File: src/rtl/spi_frame_executor.sv
// Executes SPI slave frames as single req/ack bus transactions in the clk domain.
// Handles read/write decode, bus timeout, overrun detection and error reporting.
module spi_frame_executor #(
  parameter int unsigned ADDR_W  = 16,
  parameter int unsigned DATA_W  = 32,
  parameter logic [7:0]  CMD_WR  = 8'hAA,
  parameter logic [7:0]  CMD_RD  = 8'h81,
  parameter int unsigned TIMEOUT = 15
) (
  input  logic              clk,
  input  logic              reset,
  input  logic              frame_rdy,
  input  logic [7:0]        cmd,
  input  logic [ADDR_W-1:0] addr,
  input  logic [DATA_W-1:0] data_in,
  output logic              bus_req,
  output logic              bus_we,
  output logic [ADDR_W-1:0] bus_addr,
  output logic [DATA_W-1:0] bus_wdata,
  input  logic              bus_ack,
  input  logic [DATA_W-1:0] bus_rdata,
  output logic [DATA_W-1:0] rd_data,
  output logic              rd_valid,
  output logic              busy,
  output logic              err,
  output logic [1:0]        err_code
);

  localparam int unsigned     TMO_W    = $clog2(TIMEOUT + 1);
  localparam logic [TMO_W-1:0] TMO_LAST = TMO_W'(TIMEOUT - 1);
  localparam logic [1:0]      ERR_CMD  = 2'b01;
  localparam logic [1:0]      ERR_TMO  = 2'b10;
  localparam logic [1:0]      ERR_OVR  = 2'b11;

  typedef enum logic [1:0] {IDLE, DECODE, BUS, ERR} state_t;

  state_t            state, state_d;
  logic              s1, s2, s3;
  logic [2:0]        warm;
  logic              fev;
  logic [7:0]        c_cmd, c_cmd_d;
  logic [ADDR_W-1:0] c_addr, c_addr_d;
  logic [DATA_W-1:0] c_data, c_data_d;
  logic [TMO_W-1:0]  tmo, tmo_d;
  logic              bus_req_d, bus_we_d;
  logic [ADDR_W-1:0] bus_addr_d;
  logic [DATA_W-1:0] bus_wdata_d;
  logic [DATA_W-1:0] rd_data_d;
  logic              rd_valid_d, busy_d, err_d;
  logic [1:0]        err_code_d;

  // warm masks the first three edges after reset, so a frame_rdy already
  // high at release (a frame from before reset) never produces an event
  assign fev = s2 & ~s3 & warm[2];

  // frame_rdy synchroniser and power-on qualifier
  always_ff @(posedge clk or negedge reset) begin
    if (!reset) begin
      s1   <= 1'b0;
      s2   <= 1'b0;
      s3   <= 1'b0;
      warm <= 3'b000;
    end else begin
      s1   <= frame_rdy;
      s2   <= s1;
      s3   <= s2;
      warm <= {warm[1:0], 1'b1};
    end
  end

  // state and registered outputs
  always_ff @(posedge clk or negedge reset) begin
    if (!reset) begin
      state     <= IDLE;
      c_cmd     <= '0;
      c_addr    <= '0;
      c_data    <= '0;
      tmo       <= '0;
      bus_req   <= 1'b0;
      bus_we    <= 1'b0;
      bus_addr  <= '0;
      bus_wdata <= '0;
      rd_data   <= '0;
      rd_valid  <= 1'b0;
      busy      <= 1'b0;
      err       <= 1'b0;
      err_code  <= 2'b00;
    end else begin
      state     <= state_d;
      c_cmd     <= c_cmd_d;
      c_addr    <= c_addr_d;
      c_data    <= c_data_d;
      tmo       <= tmo_d;
      bus_req   <= bus_req_d;
      bus_we    <= bus_we_d;
      bus_addr  <= bus_addr_d;
      bus_wdata <= bus_wdata_d;
      rd_data   <= rd_data_d;
      rd_valid  <= rd_valid_d;
      busy      <= busy_d;
      err       <= err_d;
      err_code  <= err_code_d;
    end
  end

  // next-state and next-output logic
  always_comb begin
    state_d     = state;
    c_cmd_d     = c_cmd;
    c_addr_d    = c_addr;
    c_data_d    = c_data;
    tmo_d       = tmo;
    bus_req_d   = bus_req;
    bus_we_d    = bus_we;
    bus_addr_d  = bus_addr;
    bus_wdata_d = bus_wdata;
    rd_data_d   = rd_data;
    rd_valid_d  = 1'b0;
    err_d       = 1'b0;
    err_code_d  = err_code;

    case (state)
      IDLE: begin
        if (fev) begin
          c_cmd_d  = cmd;
          c_addr_d = addr;
          c_data_d = data_in;
          state_d  = DECODE;
        end
      end
      DECODE: begin
        if (c_cmd == CMD_WR || c_cmd == CMD_RD) begin
          state_d     = BUS;
          bus_req_d   = 1'b1;
          bus_we_d    = (c_cmd == CMD_WR);
          bus_addr_d  = c_addr;
          bus_wdata_d = (c_cmd == CMD_WR) ? c_data : '0;
          tmo_d       = '0;
        end else begin
          state_d    = ERR;
          err_d      = 1'b1;
          err_code_d = ERR_CMD;
        end
      end
      BUS: begin
        if (bus_ack) begin
          bus_req_d = 1'b0;
          state_d   = IDLE;
          if (!bus_we) begin
            rd_data_d  = bus_rdata;
            rd_valid_d = 1'b1;
          end
        end else if (tmo == TMO_LAST) begin
          bus_req_d  = 1'b0;
          state_d    = ERR;
          err_d      = 1'b1;
          err_code_d = ERR_TMO;
        end else begin
          tmo_d = tmo + TMO_W'(1);
        end
      end
      ERR: begin
        state_d = IDLE;
      end
      default: state_d = IDLE;
    endcase

    // overrun: frame dropped; ERR already carries a pulse this cycle
    if (fev && state != IDLE) begin
      err_code_d = ERR_OVR;
      if (state != ERR) err_d = 1'b1;
    end

    busy_d = (state_d != IDLE);
  end

endmodule

File: config.mk
export PLATFORM = sky130hd
export DESIGN_NAME = spi_frame_executor
export DESIGN_NICKNAME = d
export VERILOG_FILES = /design/src/rtl/spi_frame_executor.sv
export SDC_FILE = /design/constraint.sdc
export NUM_CORES = 1
export LEC_CHECK = 0
export ABC_CLOCK_PERIOD_IN_PS = 4550
export BUFFER_PORTS_ARGS = -buffer_cell sky130_fd_sc_hd__buf_2
export CAP_MARGIN = 20
export CELL_PAD_IN_SITES_DETAIL_PLACEMENT = 1
export CELL_PAD_IN_SITES_GLOBAL_PLACEMENT = 1
export CORE_MARGIN = 2
export CORE_UTILIZATION = 44
export DETAILED_ROUTE_END_ITERATION = 6
export PLACE_DENSITY = 0.82
export SETUP_SLACK_MARGIN = 0.4
export SYNTH_ARGS = -nofsm -noshare
export SYNTH_HDL_FRONTEND = slang
export SYNTH_SLANG_ARGS = --single-unit
File: constraint.sdc
create_clock -name clk -period 4.55 [get_ports clk]
set_input_delay 1.1375 -clock clk [delete_from_list [all_inputs] [get_ports clk]]
set_output_delay 1.1375 -clock clk [all_outputs]
set_load 0.005 [all_outputs]
## Word level (Yosys, flattened, before mapping)

Index checks and enable logic that the tools add are counted.
Widths: inputs -> output; s select.

- Add/sub/neg operators: 1
- Equal/unequal tests: 14
- Muxes and demuxes: 28
- Bitwise gates (word level): 4
- Reductions and logical operators: 13

Operators with widths:

| cell | count |
|---|---|
| $mux 32 | 1 |
| $eq 8x8->1 const B | 2 |
| $mux 2 | 7 |
| $mux 1 | 12 |
| $mux 4 | 3 |
| $ne 3x3->1 const B | 4 |
| $ne 2x2->1 const B | 4 |
| $pmux 2 s4 | 1 |
| $pmux 4 s2 | 1 |
| $reduce_and 4->1 | 2 |
| $reduce_and 3->1 | 2 |
| $reduce_bool 2->1 | 3 |
| $add 4x1->4 const B | 1 |
| $eq 2x2->1 const B | 2 |
| $eq 4x4->1 const B | 1 |
| $pmux 1 s2 | 2 |
| $pmux 2 s2 | 1 |
| $reduce_and 2->1 | 2 |
| $reduce_bool 3->1 | 1 |
| $and 1x1->1 | 2 |
| $eq 2x1->1 const B | 1 |
| $logic_not 2->1 | 1 |
| $not 1->1 | 2 |
| $logic_and 1x1->1 | 1 |
| $logic_or 1x1->1 | 1 |

- Register bits: 155
- Input port bits: 92
- Output and inout bits: 87
- Word-level logic and storage cells: 78

## Longest topological paths before layout

Gate-level depths: netlist of run 1.

- Depth in word-level cells: 6
- Depth in mapped cells: 9
- Depth with buffers taken out: 7

## Worst setup path before layout of run 1

OpenSTA, ideal clock, no wires.

- Path type: input port to flip-flop
- Start: input bus_ack
- End: register rd_data[10]
- Library setup time: 0.065 ns
- Arrival: 1.999 ns
- Required time: 4.485 ns
- Setup slack: 2.485 ns
- Stages: 7
- Path buffers: 2
- Path through: nand2_1 -> or2_2 -> clkbuf_1 -> inv_1 -> buf_6 -> nand2_1 -> nand2_1

- Cells in the longest elaborated chain, start to end: 1

Ends and longest elaborated chain:

| what | RTL line | text |
|---|---|---|
| from (decl) | 20 | `input logic bus_ack,` |
| $reduce_and 3->1 (no line) | n/a |  |
| to (signal assigned) | 98 | `rd_data <= rd_data_d;` |
| to (decl) | 22 | `output logic [DATA_W-1:0] rd_data,` |

Every way passes these cells.
A chain may end at the register's enable or synchronous reset.

## Worst setup path after layout of run 1

- Start: register state[0]
- End: register rd_data[4]

- Cells in the longest elaborated chain, start to end: 2

Ends and longest elaborated chain:

| what | RTL line | text |
|---|---|---|
| from (decl) | 37 | `state_t state, state_d;` |
| from (signal assigned) | 89 | `state <= state_d;` |
| $eq 2x2->1 | 122 | `case (state)` |
| $reduce_and 3->1 (no line) | n/a |  |

Every way passes these cells.

==> results of run 1 <==
-- worst paths after layout --
path | start | to | slack, ns | cells past startpoint
setup / recovery | state[0]$_DFF_PN0_ | rd_data[4]$_DFFE_PN0P_ | 1.77 | 7
hold / removal | warm[1]$_DFF_PN0_ | warm[2]$_DFF_PN0_ | 0.34 | 0
max in group asynchronous | reset | rd_data[26]$_DFFE_PN0P_ | 3.23 | 2
hold reg to reg | warm[1]$_DFF_PN0_ | warm[2]$_DFF_PN0_ | 0.34 | 0
setup reg to reg | state[0]$_DFF_PN0_ | rd_data[4]$_DFFE_PN0P_ | 1.77 | 7
min in group asynchronous | reset | bus_wdata[19]$_DFFE_PN0P_ | 0.61 | 1
-- cell usage in the layout, fill, tap and decap left out, types with 3 or more instances in the layout --
cell type / instances
buf_2: 177
dfrtp_1: 155
nand2_1: 100
mux2_2: 73
a22o_1: 33
clkbuf_16: 17
nor2_1: 9
inv_1: 6
ha_1: 6
buf_4: 5
o21ai_0: 4
clkinv_2: 4
clkinvlp_4: 4
clkbuf_8: 3
-- through the flow --
stage          area (um^2)  setup slack [ns]  hold WS [ns]  power, mW
2_1_floorplan         5970              2.49         0.331       2.88
3_3_place_gp          6990              1.60         0.334       3.31
3_5_place_dp          6990              1.46         0.340       3.43
4_1_cts               7580              1.71         0.349       4.85
5_1_grt               7630              1.52         0.366       5.09
6_report              7630              1.77         0.345       4.78
-- routing by layer --
layer  track usage [%]  vias up  share of wire (%)
met2              37.5      120                 53
met5                 0        -                  0
met3              5.47       19                5.8
met1              24.4     2146                 39
li1                  -     1900                  -
met4              7.99        0                1.8
-- critical path, cell delays in order (launching register included) --
cell and delay, ns:
dfrtp_1 0.46, inv_1 0.13, ha_1 0.31, nand2_1 0.15
or2_2 0.54, inv_1 0.83, nand2_1 0.16, nand2_1 0.12
-- power by group through the flow --
stage | clock network [mW] | registers (mW) | logic (mW)
2_1_floorplan | 0 | 2.20 | 0.684
3_3_place_gp | 0 | 2.21 | 1.11
3_5_place_dp | 0 | 2.25 | 1.18
4_1_cts | 1.42 | 2.24 | 1.19
5_1_grt | 1.47 | 2.31 | 1.31
6_report | 1.38 | 2.23 | 1.17
-- cell type report --
cell class                 instances  share of cell area (%)
multi-input combinational        262                    25.3
antenna                            1                  0.0328
timing repair buffer             185                    12.9
clock inverter                    11                    1.56
inverter                           6                   0.295
clock buffer                      21                    6.17
sequential                       155                    50.8
tap                              176                    2.89
-- sequential cells by signal, summed over array words and instances (netlist names), 2 cells and up --
| signal | flops |
|---|---|
| bus_addr | 16 |
| bus_wdata | 32 |
| c_addr | 16 |
| c_cmd | 8 |
| c_data | 32 |
| err_code | 2 |
| rd_data | 32 |
| state | 2 |
| tmo | 4 |
| warm | 3 |
-- synthesized netlist by cell type (2+ instances only) --
cell / count / area, um^2
and3_1: 2 / 12.5
clkbuf_1: 5 / 18.8
dfrtp_1: 155 / 3880
o21a_1: 2 / 15.0
o21ai_0: 4 / 20.0
nor4b_4: 2 / 47.6
a22o_1: 33 / 289
inv_1: 6 / 22.5
mux2_2: 73 / 822
buf_2: 13 / 65.1
nand3_1: 2 / 10.0
mux2i_1: 2 / 20.0
nor3_1: 2 / 10.0
a21o_1: 2 / 15.0
a21oi_1: 2 / 10.0
o22ai_1: 2 / 12.5
nand2_1: 101 / 379
nor2_1: 9 / 33.8
nand4_1: 2 / 12.5
ha_1: 6 / 75.1
buf_6: 4 / 45.0
-- kinds of logic (layout without fill, tap and decap cells) --
group / Yosys count / in the layout / share of synthesized area, %
AND/OR/NAND/NOR: 127 / 127 / 9.33
buffers and inverters: 29 / 223 / 2.66
other: 1 / 2 / 0.0628
adder cells (fa/ha/maj): 6 / 6 / 1.26
AO/OA/AOI/OAI: 52 / 52 / 7.40
multiplexers: 76 / 76 / 14.3
flip-flops: 155 / 155 / 65.0
==> metrics, run 1 <==
Mapped Area=5970 um^2; Core Region=13,200 um^2; Final period util=61.1%; ys flop type=dfrtp_1; postcts setup bufs=0; initial antenna violation count=1; average cell area after synthesis=13.4 um^2; Worst EP arrival=3.13 ns; Seq/Total Area, Yosys=65.0%; switching share of total power=29.0%; Die Y=120 um; Row Count=42; Die ar.=14,500 um^2; Final min period=2.78 ns; clock power share=28.9%; Gate Count Post-Synth=about 450; WL final=~15,000 um; Residual DRC=0; # resized after CTS=0; post-synth cell types=38; Inserted Clock Buffers=17; 1st-iter DRT viols=201; crit path max fanout=33; VDD IR max=319 uV; Synthesized Nets=544; Final Slew Violations=0; routability cong.=0.797; Clock Latency Late Sink=0.42 ns; placed cell count=782; Area Overhead vs Synth=27.8%; max_slew headroom=approximately 33%; Worst Tran Pin Value=1.00 ns; I/O pin count=179; P_leak=4.02 nW; CP Capture Type=flip-flop; Vias=about 4.2k; Sequential Power Share=46.7%; Multi-input gate area=1930 um^2; final cell count without fillers=just over 800; first-pass GRT wire length=23,700 um; Nets=725; Comb power frac=between 20 and 25%; hold_buf cts=0; gr usage total=about a fifth; Clock Pin Slew Worst Setup and Hold Paths=0.06 ns; CTS sink count=about 160; GRT Residual Overflow=0; WP data required=4.90 ns; warnings from Yosys=0; DP Wirelength=10,000 um; Post-synth ARST share=100%; Core Util, Final=between 50% and 60%; vias in the first global route=4,651; Vias/cell=5.12; Setup Total Neg Slack=0 ns; largest net degree at the start of global routing=~120; CTS Buffer Depth=2; I/O Buffers=178; hold crit path type=reg2reg; Seq. cell area=3880 um^2; layout cells sized above 1=46.3%; CTS H-tree lvls=4; count of final setup violators=0; RSZ-0062 raised after global routing=no; PD cells=627 nW/um^2; fmax=about 360 MHz; MaxCap Viol Count=0; Starting Density=45.1%; outcome=finished clean; fillers=1,430; final clock skew=0.00465 ns; CTS tree=done; Startpoint Class=flip-flop; Internal=between 3 and 4 mW; Routed WL per cell=17.8 um; post-route ant nets=0; worst setup path class=reg2reg; register bit total from synthesis=roughly 160; DRT Pass-1 Iters=4; P_sw=1.39 mW; root buf cell=clkbuf_16; chip width=120 um; Final Hold Fails=0; EDFF count, synth=0
(Power assumes the default switching activity.)
==> inputs of run 2 (changes only) <==
--- a/config.mk
+++ b/config.mk
@@ -5,15 +5,16 @@
 export SDC_FILE = /design/constraint.sdc
 export NUM_CORES = 1
 export LEC_CHECK = 0
-export ABC_CLOCK_PERIOD_IN_PS = 4550
+export ABC_AREA = 1
+export ABC_CLOCK_PERIOD_IN_PS = 2200
 export BUFFER_PORTS_ARGS = -buffer_cell sky130_fd_sc_hd__buf_2
 export CAP_MARGIN = 20
 export CELL_PAD_IN_SITES_DETAIL_PLACEMENT = 1
 export CELL_PAD_IN_SITES_GLOBAL_PLACEMENT = 1
 export CORE_MARGIN = 2
-export CORE_UTILIZATION = 44
+export CORE_UTILIZATION = 35
 export DETAILED_ROUTE_END_ITERATION = 6
-export PLACE_DENSITY = 0.82
+export PLACE_DENSITY = 0.73
 export SETUP_SLACK_MARGIN = 0.4
 export SYNTH_ARGS = -nofsm -noshare
 export SYNTH_HDL_FRONTEND = slang
==> constraint.sdc (replaced) <==
create_clock -name clk -period 2.2 [get_ports clk]
set_input_delay 0.55 -clock clk [delete_from_list [all_inputs] [get_ports clk]]
set_output_delay 0.55 -clock clk [all_outputs]
set_load 0.005 [all_outputs]
==> metrics, run 2 <==
outcome=finished clean (unchanged); chip width=137 um (was 120 um); average cell area after synthesis=9.86 um^2 (was 13.4 um^2); Nets=901 (was 725); Residual DRC=0 (unchanged); initial antenna violation count=2 (was 1); Final min period=1.70 ns (was 2.78 ns); root buf cell=clkbuf_16 (unchanged); Core Region=17,200 um^2 (was 13,200 um^2); fmax=588 MHz (was 360 MHz); DRT Pass-1 Iters=4 (unchanged); Seq/Total Area, Yosys=63.1% (was 65.0%); most common cell in the netlist=nand2_1 (was dfrtp_1); EDFF count, synth=0 (unchanged); warnings from Yosys=0 (unchanged); commonest non-fill, non-tap cell in the layout=nand2_1 (was buf_2); antenna cells=0 (was 1); largest net degree at the start of global routing=58 (was 119); Die ar.=18,600 um^2 (was 14,500 um^2); Synth top area share=63.1% (was 65.0%); Worst EP arrival=2.05 ns (was 3.13 ns); WP data required=2.55 ns (was 4.90 ns); WL final=15,200 um (was 14,500 um); hold crit path type=in2async (was reg2reg); smallest hold slack=0.0359 ns (was 0.345 ns); Vias/cell=4.51 (was 5.12); Mapped Area=6150 um^2 (was 5970 um^2); P_leak=4.43 nW (was 4.02 nW); Startpoint Class=flip-flop (unchanged); CTS Buffer Depth=2 (unchanged); Final period util=77.4% (was 61.1%); Setup Total Neg Slack=0 ns (unchanged); CTS H-tree lvls=4 (unchanged); post-route ant nets=0 (unchanged); hold_buf cts=0 (unchanged); 1st-iter DRT viols=174 (was 201); vias in the first global route=4,994 (was 4,651); worst reg2reg path depth=7 (unchanged); PD cells=1280 nW/um^2 (was 627 nW/um^2); CTS sink count=155 (unchanged); I/O Buffers=178 (unchanged); register bit total from synthesis=155 (unchanged); I/O pin count=179 (unchanged); GRT Residual Overflow=0 (unchanged); Starting Density=35.7% (was 45.1%); dominant cell type by area after synthesis=dfrtp_1 (unchanged); Synthesized Nets=721 (was 544); Synth top cells by count=nand2_1, dfrtp_1, inv_1, nor2_1, a21oi_1 (was dfrtp_1, nand2_1, mux2_2, a22o_1, buf_2); CP max stage cell=dfrtp_1 (was inv_1); Row Count=48 (was 42); count of final setup violators=0 (unchanged); gr usage total=17.0% (was 21.1%); first-pass GRT wire length=24,700 um (was 23,700 um); Area Overhead vs Synth=29.2% (was 27.8%); Core Util, Final=46.1% (was 57.6%); CP Capture Type=flip-flop (unchanged); ys flop type=dfrtp_1 (unchanged); layout cells sized above 1=30.4% (was 46.3%); most frequent cells in the layout=nand2_1, buf_2, dfrtp_1 (was buf_2, dfrtp_1, nand2_1); fillers=2,013 (was 1,430); Clock Latency Late Sink=0.41 ns (was 0.42 ns); Inserted Clock Buffers=17 (unchanged); post-synth cell types=30 (was 38); CTS tree=done (unchanged); Gate Count Post-Synth=623 (was 446); RSZ-0062 raised after global routing=yes (was no); Post-synth ARST share=100% (unchanged); Routed WL per cell=14.6 um (was 17.8 um); top cells by area, synth=dfrtp_1, nand2_1, a21oi_1, mux2_4, inv_1 (was dfrtp_1, mux2_2, nand2_1, a22o_1, ha_1); Final Slew Violations=0 (unchanged); biggest regs=bus_wdata x32, c_data x32, rd_data x32 (unchanged); Clock Pin Slew Worst Setup and Hold Paths=0.06 ns (about the same); critical path cell sequence=inv_1, ha_1, inv_1, nor3_4, buf_12, nand2_1, nand2_1 (was inv_1, ha_1, nand2_1, or2_2, inv_1, nand2_1, nand2_1); final clock skew=0.00765 ns (was 0.00465 ns); routability cong.=0.753 (was 0.797); Die Y=137 um (was 120 um); Vias=4,695 (was 4,185); DP Wirelength=10,800 um (was 10,000 um); crit path max fanout=33 (unchanged); max incr delay on CP=0.42 ns (was 0.83 ns); MaxCap Viol Count=0 (unchanged); worst setup path class=reg2reg (unchanged); Final Hold Fails=0 (unchanged); VDD IR max=544 uV (was 319 uV)
==> run 2: power breakdown <==
group          switching (mW)  leakage, nW  internal, mW  total, mW
Clock                    1.13        0.310          1.99       3.12
Sequential              0.493         1.93          3.90       4.40
Combinational            1.48         2.19          1.20       2.67
==> run 2: worst paths after layout <==
kind	slack, ns	from	to
min	0.04	reset	bus_req$_DFFE_PN0P_
max	0.50	state[0]$_DFF_PN0_	rd_data[17]$_DFFE_PN0P_
max in group asynchronous	1.60	reset	bus_addr[4]$_DFFE_PN0P_
max reg2reg	0.50	state[0]$_DFF_PN0_	rd_data[17]$_DFFE_PN0P_
min reg2reg	0.35	warm[0]$_DFF_PN0_	warm[1]$_DFF_PN0_
min in group clk	0.24	frame_rdy	s1$_DFF_PN0_
==> run 2: worst max-delay path, delay by kind of cell (launching register included) <==
family        cells  cell delay (ns)
fa+ha+maj         1             0.27
buf+inv           3             0.49
flops             1             0.42
simple gates      3             0.44
==> run 2: final cells by class <==
cell class,instances,area (um^2),area share [%]
Tap cell,225,282,3.54
Clock buffer,22,474,5.97
Timing Repair Buffer,187,1050,13.2
Multi-Input combinational cell,387,1880,23.7
Sequential cell,155,3880,48.8
Clock inverter,10,164,2.06
Inverter,55,214,2.69
==> run 2: per-layer routing <==
metal  part of all wire [%]  up-vias  wire, um  GRT usage [%]
li1                       -     2301         -              -
met5                   0.20        -        30              0
met1                     43     2235      6510           20.9
met2                     47      135      7060           27.8
met4                    1.2        4       176           4.92
met3                    9.1       20      1380           6.85
==> run 2: repair_timing <==
| action | 4_1_cts | 5_1_grt |
|---|---|---|
| setup endpoints to repair | 0 | 76 |
| resized for setup | 0 | 10 |
| setup buffers | 0 | 0 |
==> run 2: per-stage QoR <==
step | area, um^2 | setup slack, ns | std cells | total power [mW]
floorplan | 6150 | 0.775 | 623 | 5.98
global placement | 7260 | 0.483 | 1009 | 6.97
detailed placement | 7260 | 0.425 | 1009 | 7.12
CTS | 7900 | 0.409 | 1041 | 10.3
global route | 7940 | 0.374 | 1041 | 11.0
finish | 7940 | 0.498 | 1041 | 10.2
==> run 2: cells by family (layout without fill, tap and decap cells) <==
| family | after synthesis | count (layout) | synth area share [%] |
|---|---|---|---|
| multiplexers | 15 | 15 | 3.60 |
| other | 1 | 1 | 0.0610 |
| AND/OR/NAND/NOR | 277 | 277 | 18.2 |
| AO/OA/AOI/OAI | 86 | 86 | 7.00 |
| XOR/XNOR | 2 | 2 | 0.285 |
| flip-flops | 155 | 155 | 63.1 |
| buffers and inverters | 81 | 274 | 6.54 |
| adder cells (fa/ha/maj) | 6 | 6 | 1.22 |
